==> src/rtl/linebuf_pkg.sv <==
// Shared types for the line-buffer sequencer: FSM state encoding and a saturating
// increment used by the row and fill counters.
package linebuf_pkg;

    typedef enum logic [1:0] {
        S_WAIT   = 2'd0,
        S_VBLANK = 2'd1,
        S_LINE   = 2'd2,
        S_HBLANK = 2'd3
    } state_t;

    function automatic logic [31:0] sat_inc(input logic [31:0] val, input logic [31:0] max_val);
        return (val >= max_val) ? max_val : val + 32'd1;
    endfunction

endpackage

==> src/rtl/linebuf_sync_edge_det.sv <==
// Registers dv/hs/vs once and derives the vsync rising edge and data-valid falling edge.
// Latency 1 cycle for the registered copies; pulses are combinational on the live inputs.
module sync_edge_det (
    input  logic clk,
    input  logic rst,
    input  logic dv_i,
    input  logic hs_i,
    input  logic vs_i,
    output logic dv_q_o,
    output logic hs_q_o,
    output logic vs_q_o,
    output logic vs_rise_o,
    output logic dv_fall_o
);

    logic dv_q;
    logic hs_q;
    logic vs_q;

    always_ff @(posedge clk or negedge rst) begin
        if (!rst) begin
            dv_q <= 1'b0;
            hs_q <= 1'b0;
            vs_q <= 1'b0;
        end else begin
            dv_q <= dv_i;
            hs_q <= hs_i;
            vs_q <= vs_i;
        end
    end

    assign dv_q_o    = dv_q;
    assign hs_q_o    = hs_q;
    assign vs_q_o    = vs_q;
    assign vs_rise_o = vs_i & ~vs_q;
    assign dv_fall_o = ~dv_i & dv_q;

endmodule

==> src/rtl/linebuf_ctrl.sv <==
// Line-buffer sequencer: column/row tracking, line-RAM addressing and 2-cycle sync alignment.
// Optional LINEBUF_ROWMASK_EN qualifies row taps so previous-frame rows are never flagged valid.
module linebuf_ctrl
    import linebuf_pkg::*;
#(
    parameter int SCREENWIDTH = 1600,
    parameter int ADDR_W      = 11,
    parameter int ROW_W       = 11,
    parameter int BUF_DEPTH   = 3
) (
    input  logic                 clk,
    input  logic                 rst,
    input  logic                 dv_i,
    input  logic                 hs_i,
    input  logic                 vs_i,
    output logic [ADDR_W-1:0]    rd_addr_o,
    output logic [ADDR_W-1:0]    wr_addr_o,
    output logic                 ram_en_o,
    output logic                 ram_we_o,
    output logic [ADDR_W-1:0]    col_o,
    output logic [ROW_W-1:0]     row_o,
    output logic [BUF_DEPTH-1:0] row_mask_o,
    output logic                 win_vld_o,
    output logic                 dv_o,
    output logic                 hs_o,
    output logic                 vs_o,
    output logic                 err_o
);

    localparam logic [ADDR_W-1:0] COL_LAST = ADDR_W'(SCREENWIDTH - 1);
    localparam logic [31:0]       ROW_MAX  = 32'((1 << ROW_W) - 1);

    logic dv_q;
    logic hs_q;
    logic vs_q;
    logic vs_rise;
    logic eol;

    sync_edge_det u_edge (
        .clk       (clk),
        .rst       (rst),
        .dv_i      (dv_i),
        .hs_i      (hs_i),
        .vs_i      (vs_i),
        .dv_q_o    (dv_q),
        .hs_q_o    (hs_q),
        .vs_q_o    (vs_q),
        .vs_rise_o (vs_rise),
        .dv_fall_o (eol)
    );

    state_t              state_q, state_d;
    logic [ADDR_W-1:0]   col_q, col_d;
    logic [ADDR_W-1:0]   wr_addr_q, wr_addr_d;
    logic [ROW_W-1:0]    row_q, row_d;
    logic                lim_q, lim_d;
    logic                err_q, err_d;
    logic                ovf_p1_q, ovf_p2_q;
    logic [2:0]          sync_p2_q;
    logic                ovf;
    logic                line_act;
    logic                line_end;

    always_comb begin
        state_d = state_q;
        if (vs_rise) begin
            state_d = S_VBLANK;
        end else begin
            case (state_q)
                S_WAIT:   state_d = S_WAIT;
                S_VBLANK: if (dv_i) state_d = S_LINE;
                S_LINE:   if (eol)  state_d = S_HBLANK;
                S_HBLANK: if (dv_i) state_d = S_LINE;
                default:  state_d = S_WAIT;
            endcase
        end
    end

    // lim_q marks that the last legal column was already consumed; any further dv is overflow.
    always_comb begin
        col_d = '0;
        lim_d = 1'b0;
        if ((state_q != S_WAIT) && dv_i) begin
            if (col_q == COL_LAST) begin
                col_d = col_q;
                lim_d = 1'b1;
            end else begin
                col_d = col_q + ADDR_W'(1);
            end
        end
    end

    assign wr_addr_d = col_d - ADDR_W'(1);
    assign ovf       = dv_i & lim_q;

    // Only a line that ends inside the current frame counts; the tail of a line
    // cut by a mid-line vsync ends in S_VBLANK and is discarded.
    assign line_end  = eol & (state_q == S_LINE);

    always_comb begin
        row_d = row_q;
        if (vs_rise) begin
            row_d = '0;
        end else if (line_end) begin
            row_d = ROW_W'(sat_inc(32'(row_q), ROW_MAX));
        end
    end

    always_comb begin
        err_d = err_q | ovf;
        if (vs_rise) begin
            err_d = 1'b0;
        end
    end

    always_ff @(posedge clk or negedge rst) begin
        if (!rst) begin
            state_q   <= S_WAIT;
            col_q     <= '0;
            wr_addr_q <= '0;
            row_q     <= '0;
            lim_q     <= 1'b0;
            err_q     <= 1'b0;
            ovf_p1_q  <= 1'b0;
            ovf_p2_q  <= 1'b0;
            sync_p2_q <= '0;
        end else begin
            state_q   <= state_d;
            col_q     <= col_d;
            wr_addr_q <= wr_addr_d;
            row_q     <= row_d;
            lim_q     <= lim_d;
            err_q     <= err_d;
            ovf_p1_q  <= ovf;
            ovf_p2_q  <= ovf_p1_q;
            sync_p2_q <= {vs_q, hs_q, dv_q};
        end
    end

    assign line_act  = (state_q == S_LINE) || (state_q == S_HBLANK);

    assign dv_o      = sync_p2_q[0];
    assign hs_o      = sync_p2_q[1];
    assign vs_o      = sync_p2_q[2];
    assign rd_addr_o = col_q;
    assign wr_addr_o = wr_addr_q;
    assign col_o     = col_q;
    assign row_o     = row_q;
    assign err_o     = err_q;
    assign ram_en_o  = line_act & (dv_i | dv_o);
    // Overflow is delayed to line up with the write data leaving the 2-cycle pipeline.
    assign ram_we_o  = line_act & dv_o & ~ovf_p2_q;

`ifdef LINEBUF_ROWMASK_EN
    localparam int          FILL_W   = (BUF_DEPTH > 1) ? $clog2(BUF_DEPTH) : 1;
    localparam logic [31:0] FILL_MAX = 32'(BUF_DEPTH - 1);

    logic [FILL_W-1:0] filled_q, filled_d;
    logic [FILL_W-1:0] filled_p1_q, filled_p2_q;

    always_comb begin
        filled_d = filled_q;
        if (vs_rise) begin
            filled_d = '0;
        end else if (line_end) begin
            filled_d = FILL_W'(sat_inc(32'(filled_q), FILL_MAX));
        end
    end

    // The fill count is delayed alongside dv so the mask describes the pixel on dv_o.
    always_ff @(posedge clk or negedge rst) begin
        if (!rst) begin
            filled_q    <= '0;
            filled_p1_q <= '0;
            filled_p2_q <= '0;
        end else begin
            filled_q    <= filled_d;
            filled_p1_q <= filled_q;
            filled_p2_q <= filled_p1_q;
        end
    end

    always_comb begin
        row_mask_o = '0;
        for (int k = 0; k < BUF_DEPTH; k++) begin
            row_mask_o[k] = dv_o & (32'(filled_p2_q) >= 32'(k));
        end
        win_vld_o = dv_o & (32'(filled_p2_q) == FILL_MAX);
    end
`else
    assign row_mask_o = {BUF_DEPTH{dv_o}};
    assign win_vld_o  = dv_o;
`endif

endmodule

==> config.mk <==
export PLATFORM = sky130hd
export DESIGN_NAME = linebuf_ctrl
export DESIGN_NICKNAME = d
export VERILOG_FILES = /design/src/rtl/linebuf_pkg.sv /design/src/rtl/linebuf_sync_edge_det.sv /design/src/rtl/linebuf_ctrl.sv
export SDC_FILE = /design/constraint.sdc
export NUM_CORES = 1
export LEC_CHECK = 0
export BUFFER_PORTS_ARGS = -buffer_cell sky130_fd_sc_hd__buf_2
export CAP_MARGIN = 10
export CELL_PAD_IN_SITES_DETAIL_PLACEMENT = 1
export CELL_PAD_IN_SITES_GLOBAL_PLACEMENT = 1
export CORE_MARGIN = 2
export CORE_UTILIZATION = 35
export DETAILED_ROUTE_END_ITERATION = 8
export PLACE_DENSITY = 0.83
export SETUP_SLACK_MARGIN = 0.3
export SLEW_MARGIN = 10
export SYNTH_ARGS = -nofsm -noshare
export SYNTH_HDL_FRONTEND = slang
export SYNTH_SLANG_ARGS = --single-unit
==> constraint.sdc <==
create_clock -name clk -period 2.11 [get_ports clk]
set_input_delay 0.422 -clock clk [delete_from_list [all_inputs] [get_ports clk]]
set_output_delay 0.422 -clock clk [all_outputs]
set_load 0.005 [all_outputs]
=== Word-level counts from Yosys, hierarchy flattened ===
Cells that the tools add are included.

* $add $sub $neg: 3
* $lt $le $gt $ge: 1
* Eq/ne operators: 6
* Muxes and demuxes: 12
* Bitwise gates (word level): 12
* Reductions and logical operators: 7

{| class="wikitable"
|+ Operators with widths
! operator !! count
|-
| $mux W11 || 5
|-
| $add A11 B1 Y11 const B || 2
|-
| $eq A11 B11 Y1 const B || 1
|-
| $ge A11 B11 Y1 const B || 1
|-
| $sub A11 B1 Y11 const B || 1
|-
| $and A1 B1 Y1 || 7
|-
| $mux W2 || 3
|-
| $pmux W2 S3 || 1
|-
| $eq A2 B2 Y1 const B || 2
|-
| $reduce_bool A2 Y1 || 2
|-
| $mux W1 || 3
|-
| $ne A3 B1 Y1 const B || 1
|-
| $ne A3 B2 Y1 const B || 1
|-
| $not A1 Y1 || 3
|-
| $eq A2 B1 Y1 const B || 1
|-
| $logic_not A2 Y1 || 1
|-
| $or A1 B1 Y1 || 2
|-
| $reduce_and A2 Y1 || 1
|-
| $reduce_or A2 Y1 || 1
|-
| $logic_and A1 B1 Y1 || 1
|-
| $logic_or A1 B1 Y1 || 1
|}

* Bits in registers: 45
* Input bits: 5
* Output and inout bits: 54
* Word-level logic and storage cells: 53

=== Longest topological paths before layout ===
* Depth after elaboration: 5
* Depth in mapped cells: 9
* Depth with buffers taken out: 9

=== By module ===
Synthesis repeated with hierarchy kept, for this count alone.

* Cells, all modules: 215
* Area, all modules: 2248.4 um^2

{| class="wikitable"
|+ Modules (own cells, without submodules)
! module !! times used !! cells each !! area an instance (um^2) !! seq. area each (um^2)
|-
| linebuf_ctrl || 1 || 210 || 2145.8 || 1051.0
|-
| sync_edge_det || 1 || 5 || 102.6 || 75.1
|}

=== Worst setup path before layout ===
Ideal clock, no wire load.

* Path kind: flip-flop to flip-flop
* Start: register col_q[0], in the netlist col_o[0]
* End: register wr_addr_q[10], in the netlist wr_addr_o[10]
* Library setup time: 0.079 ns
* Data arrival time: 2.066 ns
* Required time: 2.031 ns
* Setup slack: -0.035 ns
* Stages on the path, launching flop included: 10
* Path buffers: 0
* Period minus slack after synthesis: 2.145 ns
* Cell sequence: dfrtp_1 -> ha_1 -> and2_1 -> nand4_1 -> xor2_1 -> nand2_1 -> ha_1 -> o211ai_1 -> nor3_1 -> xor2_1

* Cells in the longest elaborated chain, start to end: 4
* Elaborated cells on any way between the ends: 5
* Those cells by class: add/sub (2); eq/ne (1); mux (2)

{| class="wikitable"
|+ RTL lines
! element !! RTL line !! text
|-
| from (decl) || linebuf_ctrl.sv:53 || <nowiki>logic [ADDR_W-1:0] col_q, col_d;</nowiki>
|-
| from (signal assigned) || linebuf_ctrl.sv:129 || <nowiki>col_q <= col_d;</nowiki>
|-
| $add A11 B1 Y11 / $eq A11 B11 Y1 (equally long branches) || linebuf_ctrl.sv:88, linebuf_ctrl.sv:84 ||
|-
| $mux W11 * || linebuf_ctrl.sv:84 || <nowiki>if (col_q == COL_LAST) begin</nowiki>
|-
| $mux W11 * || linebuf_ctrl.sv:83 || <nowiki>if ((state_q != S_WAIT) && dv_i) begin</nowiki>
|-
| $sub A11 B1 Y11 * || linebuf_ctrl.sv:93 || <nowiki>assign wr_addr_d = col_d - ADDR_W'(1);</nowiki>
|-
| net wr_addr_d[10] || linebuf_ctrl.sv:54 || <nowiki>logic [ADDR_W-1:0] wr_addr_q, wr_addr_d;</nowiki>
|-
| to (signal assigned) || linebuf_ctrl.sv:130 || <nowiki>wr_addr_q <= wr_addr_d;</nowiki>
|-
| to (decl) || linebuf_ctrl.sv:54 ||
|}

The timed path passes the listed nets; every way through them passes the cells marked *.
A chain may end at the register's enable or synchronous reset.

=== Final worst setup path ===
* Start: register col_q[3], in the netlist col_o[3]
* End: register wr_addr_q[8], in the netlist wr_addr_o[8]

The elaborated chain is that of the path after synthesis.

==> summary.md <==
| Metric | Value |
|---|---|
| Status | finished, violations left |
| Failing checks | setup timing |
| Syn nets | 223 |
| Sink Count | 45 |
| Routed wire length | 6899 um |
| Non-filler cells, final | 376 |
| Max Clock Freq | 466.4 MHz |
| Psw | 0.4939 mW |
| Final Hold Viols | 0 |
| Main combinational cell family by area after synthesis | simple AND/OR/NAND/NOR gates |
| Synthesized area per cell | 10.06 um2 |
| Internal power | 1.315 mW |
| Setup tns final | -0.08628 ns |
| Max-slew violations | 0 |
| Post-synthesis cell count | 215 |
| Register area | 1131 um2 |
| Initial antenna violation count | 0 |
| Post-synth ARST share | 1.000 |
| CTS Buffer Depth | 2 |
| Post-Synthesis Cell Area | 2163 um2 |
| Relative slew slack | 0.6285 |
| Post-synthesis xor/xnor area fraction | 0.06073 |
| Fillers | 678 |
| Fin nets | 309 |
| Worst hold path class | in -> async |
| First-pass GRT wire length | 10,450 um |
| Die area | 6826 um2 |
| Compound-cell area share of the yosys netlist | 0.1191 |
| P&R area growth vs syn | 41.01% |
| Post-synthesis mux area share | 0.009832 |
| Diode count | 0 |
| Final setup margin | -0.03427 ns |
| CTS hold repair buffers | 0 |
| CP endpoint kind | flip-flop |
| Total gr overflow | 0 |
| Minimum clock period | 2.144 ns |
| Starting DRT DRC Count | 90 |
| Number of CTS-inserted buffers | 5 |
| Critical path required time | 2.29 ns |
| Register area share after synthesis | 0.5205 |
| Arr. time, crit path | 2.33 ns |
| Port bufs | 58 |
| Total GRT Usage | 0.2066 |
| Clk_lat worst skew | 0.30 ns |
| Maximum VDD drop | 346.4 uV |
| Vias/cell | 5.258 |
| # DRC | 0 |
| Simple-Gate Fraction of Synth Area | 0.1885 |
| Worst clock skew | 0.006945 ns |
| Post-synth EDFFs | 0 |
| Placement Rows | 28 |
| DRT antenna net count | 0 |
| Die Y | 82.62 um |
| Top_reg_cell synth | dfrtp_1 |
| Netlist cell types | 43 |
| Pre-CTS setup slack | -0.05070 ns |
| Worst Setup Path Type | reg -> reg |
| Adder-Cell Fraction of Synth Area | 0.01735 |
| Leading cell types by count after synthesis | 45 x dfrtp_1, 27 x nor2_1, 15 x buf_4 |
| Drt first pass iters | 4 |
| Number of synthesized register bits | 45 |
| Clock Power Share | 0.279 |
| CTS tree | built |
| Area occupied by multi-input gates | 1081 um2 |
| Final period utilization | 1.016 |
| H-tree Lvls | 2 |
| GP Congestion | 0.9429 |
| Max capacitance violation total | 0 |
| Clk root buf | clkbuf_8 |
| Vias in the first global route | 2,121 |
| Final setup viols | 3 |
| Most numerous cell in the Yosys netlist | dfrtp_1 |
| Worst-path maximum fanout | 5 |
| Power Total | 1.809 mW |
| Clk pin slew, worst setup/hold paths | 0.08 ns |
| Synth top area cells | dfrtp_1 52%, buf_4 5.2%, nor2_1 4.7% |
| Seq pwr share | 0.527 |
| Worst Tran Pin Value | 0.5552 ns |
| Leak | 1.462 nW |
| Critical Path Start Type | flip-flop |
| RSZ-0062 raised after global routing | yes |
| Largest net degree at the start of global routing | 46 |
| Ys Warns | 0 |
| Share of the synthesized area in the top cell type | 0.5205 |
| Initial core utilization | 0.3632 |
| Share of cells above drive strength 1 | 0.5183 |
| Switching share of power | 0.2730 |
| Placed cell count | 345 |
| Vias | 1,977 |
| Final core utilization | 0.5122 |
| Pwr dens | 593.2 nW/um2 |
| Avg WL per Cell | 18.35 um |
| I/O pin total | 59 |
| Dpl hpwl | 4312 um |
| Core Area | 5956 um2 |
| Comb pwr share | 0.194 |
| Die X | 82.62 um |
| Area leader, netlist | dfrtp_1 |
[cells in the final DEF (no fill, tap or decap), drive strengths merged]
cell,Yosys,final
nor2b,1,1
o211ai,2,2
ha,3,3
mux2,1,1
o22ai,1,1
nor4bb,1,1
or2,1,1
nor3,6,6
and3,3,3
clkbuf,5,6
o41ai,1,1
nand2,14,14
nand2b,2,2
o21ba,1,1
a21oi,10,10
a211o,2,2
and2,4,4
inv,9,9
xor2,7,7
and4bb,1,1
nor2,27,27
nand4,4,4
clkinv,0,1
mux2i,1,1
nand4bb,1,1
o21a,1,1
o21ai,8,8
nand3,12,12
a311oi,4,4
nor4,1,1
a31o,1,1
o221ai,1,1
xnor2,8,8
a31oi,3,3
or4b,1,2
dfrtp,45,45
and4,1,1
nor3b,1,1
buf,17,100
a211oi,3,3
[power groups by stage]
stage	Clock [mW]	Sequential [mW]	Combinational (mW)
floorplan	0	0.978	0.127
finish	0.505	0.954	0.350
CTS	0.520	0.952	0.314
detailed placement	0	0.968	0.285
global route	0.554	0.963	0.388
global placement	0	0.966	0.274
[cells by family after synthesis]
logic type,count (synthesis)
buffers and inverters,31
xor gates and xnor gates,15
and+or+nand+nor,81
AOI/OAI and AO/OA,38
muxes,2
adders and majority gates,3
DFF,45
[layout make-up]
class / count / share of cell area
sequential: 45 / 0.3708
multi-input combinational: 140 / 0.3544
clock buffer: 6 / 0.02379
tap: 75 / 0.03076
clock inverter: 1 / 0.001641
timing repair buffer: 100 / 0.2075
inverter: 9 / 0.01107
[state kept, by name, summed over array words and instances (netlist names)]
name	count
wr_addr_o	11
col_o	11
u_edge.hs_q_o	1
ovf_p2_q	1
lim_q	1
sync_p2_q	3
ovf_p1_q	1
row_o	11
err_o	1
u_edge.vs_q_o	1
u_edge.dv_q_o	1
state_q	2
[through the flow]
stage               instance area (um2)  hold slack, ns
floorplan                          2193          0.1264
global placement                   2574          0.3321
detailed placement                 2574          0.3496
CTS                                2878         0.09151
global route                       3050          0.1015
finish                             3050         0.08824
[critical path, cell delays in order (launching register included)]
cell	delay [ns]
dfrtp_1	0.44
and3_2	0.28
nand4_1	0.27
xor2_1	0.31
nand2_2	0.12
ha_4	0.20
o211ai_1	0.15
nor2_1	0.10
xor2_1	0.15
[metal layers]
layer  track usage  part of all wire  routed length [um]
met1        0.2266              0.40                2777
met2        0.3976              0.55                3765
met3       0.04022             0.038                 259
met4       0.06230             0.014                  96
met5             0                 0                   0
[final timing paths]
kind / start / end / slack [ns] / depth (start not counted)
worst min-delay path: rst / wr_addr_o[10] / 0.09 / 2
min in group clk: vs_i / u_edge.vs_q_o / 0.24 / 1
worst max register to register: col_o[3] / wr_addr_o[8] / -0.03 / 8
max in group asynchronous: rst / row_o[1] / 1.79 / 2
worst max-delay path: col_o[3] / wr_addr_o[8] / -0.03 / 8
worst min register to register: ovf_p1_q / ovf_p2_q / 0.36 / 0
[timing repair]
item / in CTS / in global routing
setup buffers: 15 / 8
endpoints found under the setup margin: 17 / 22
cloned: 1 / 0
pin swaps: 15 / 18
resized for setup: 23 / 29
Power figures use the tool's default switching activity.
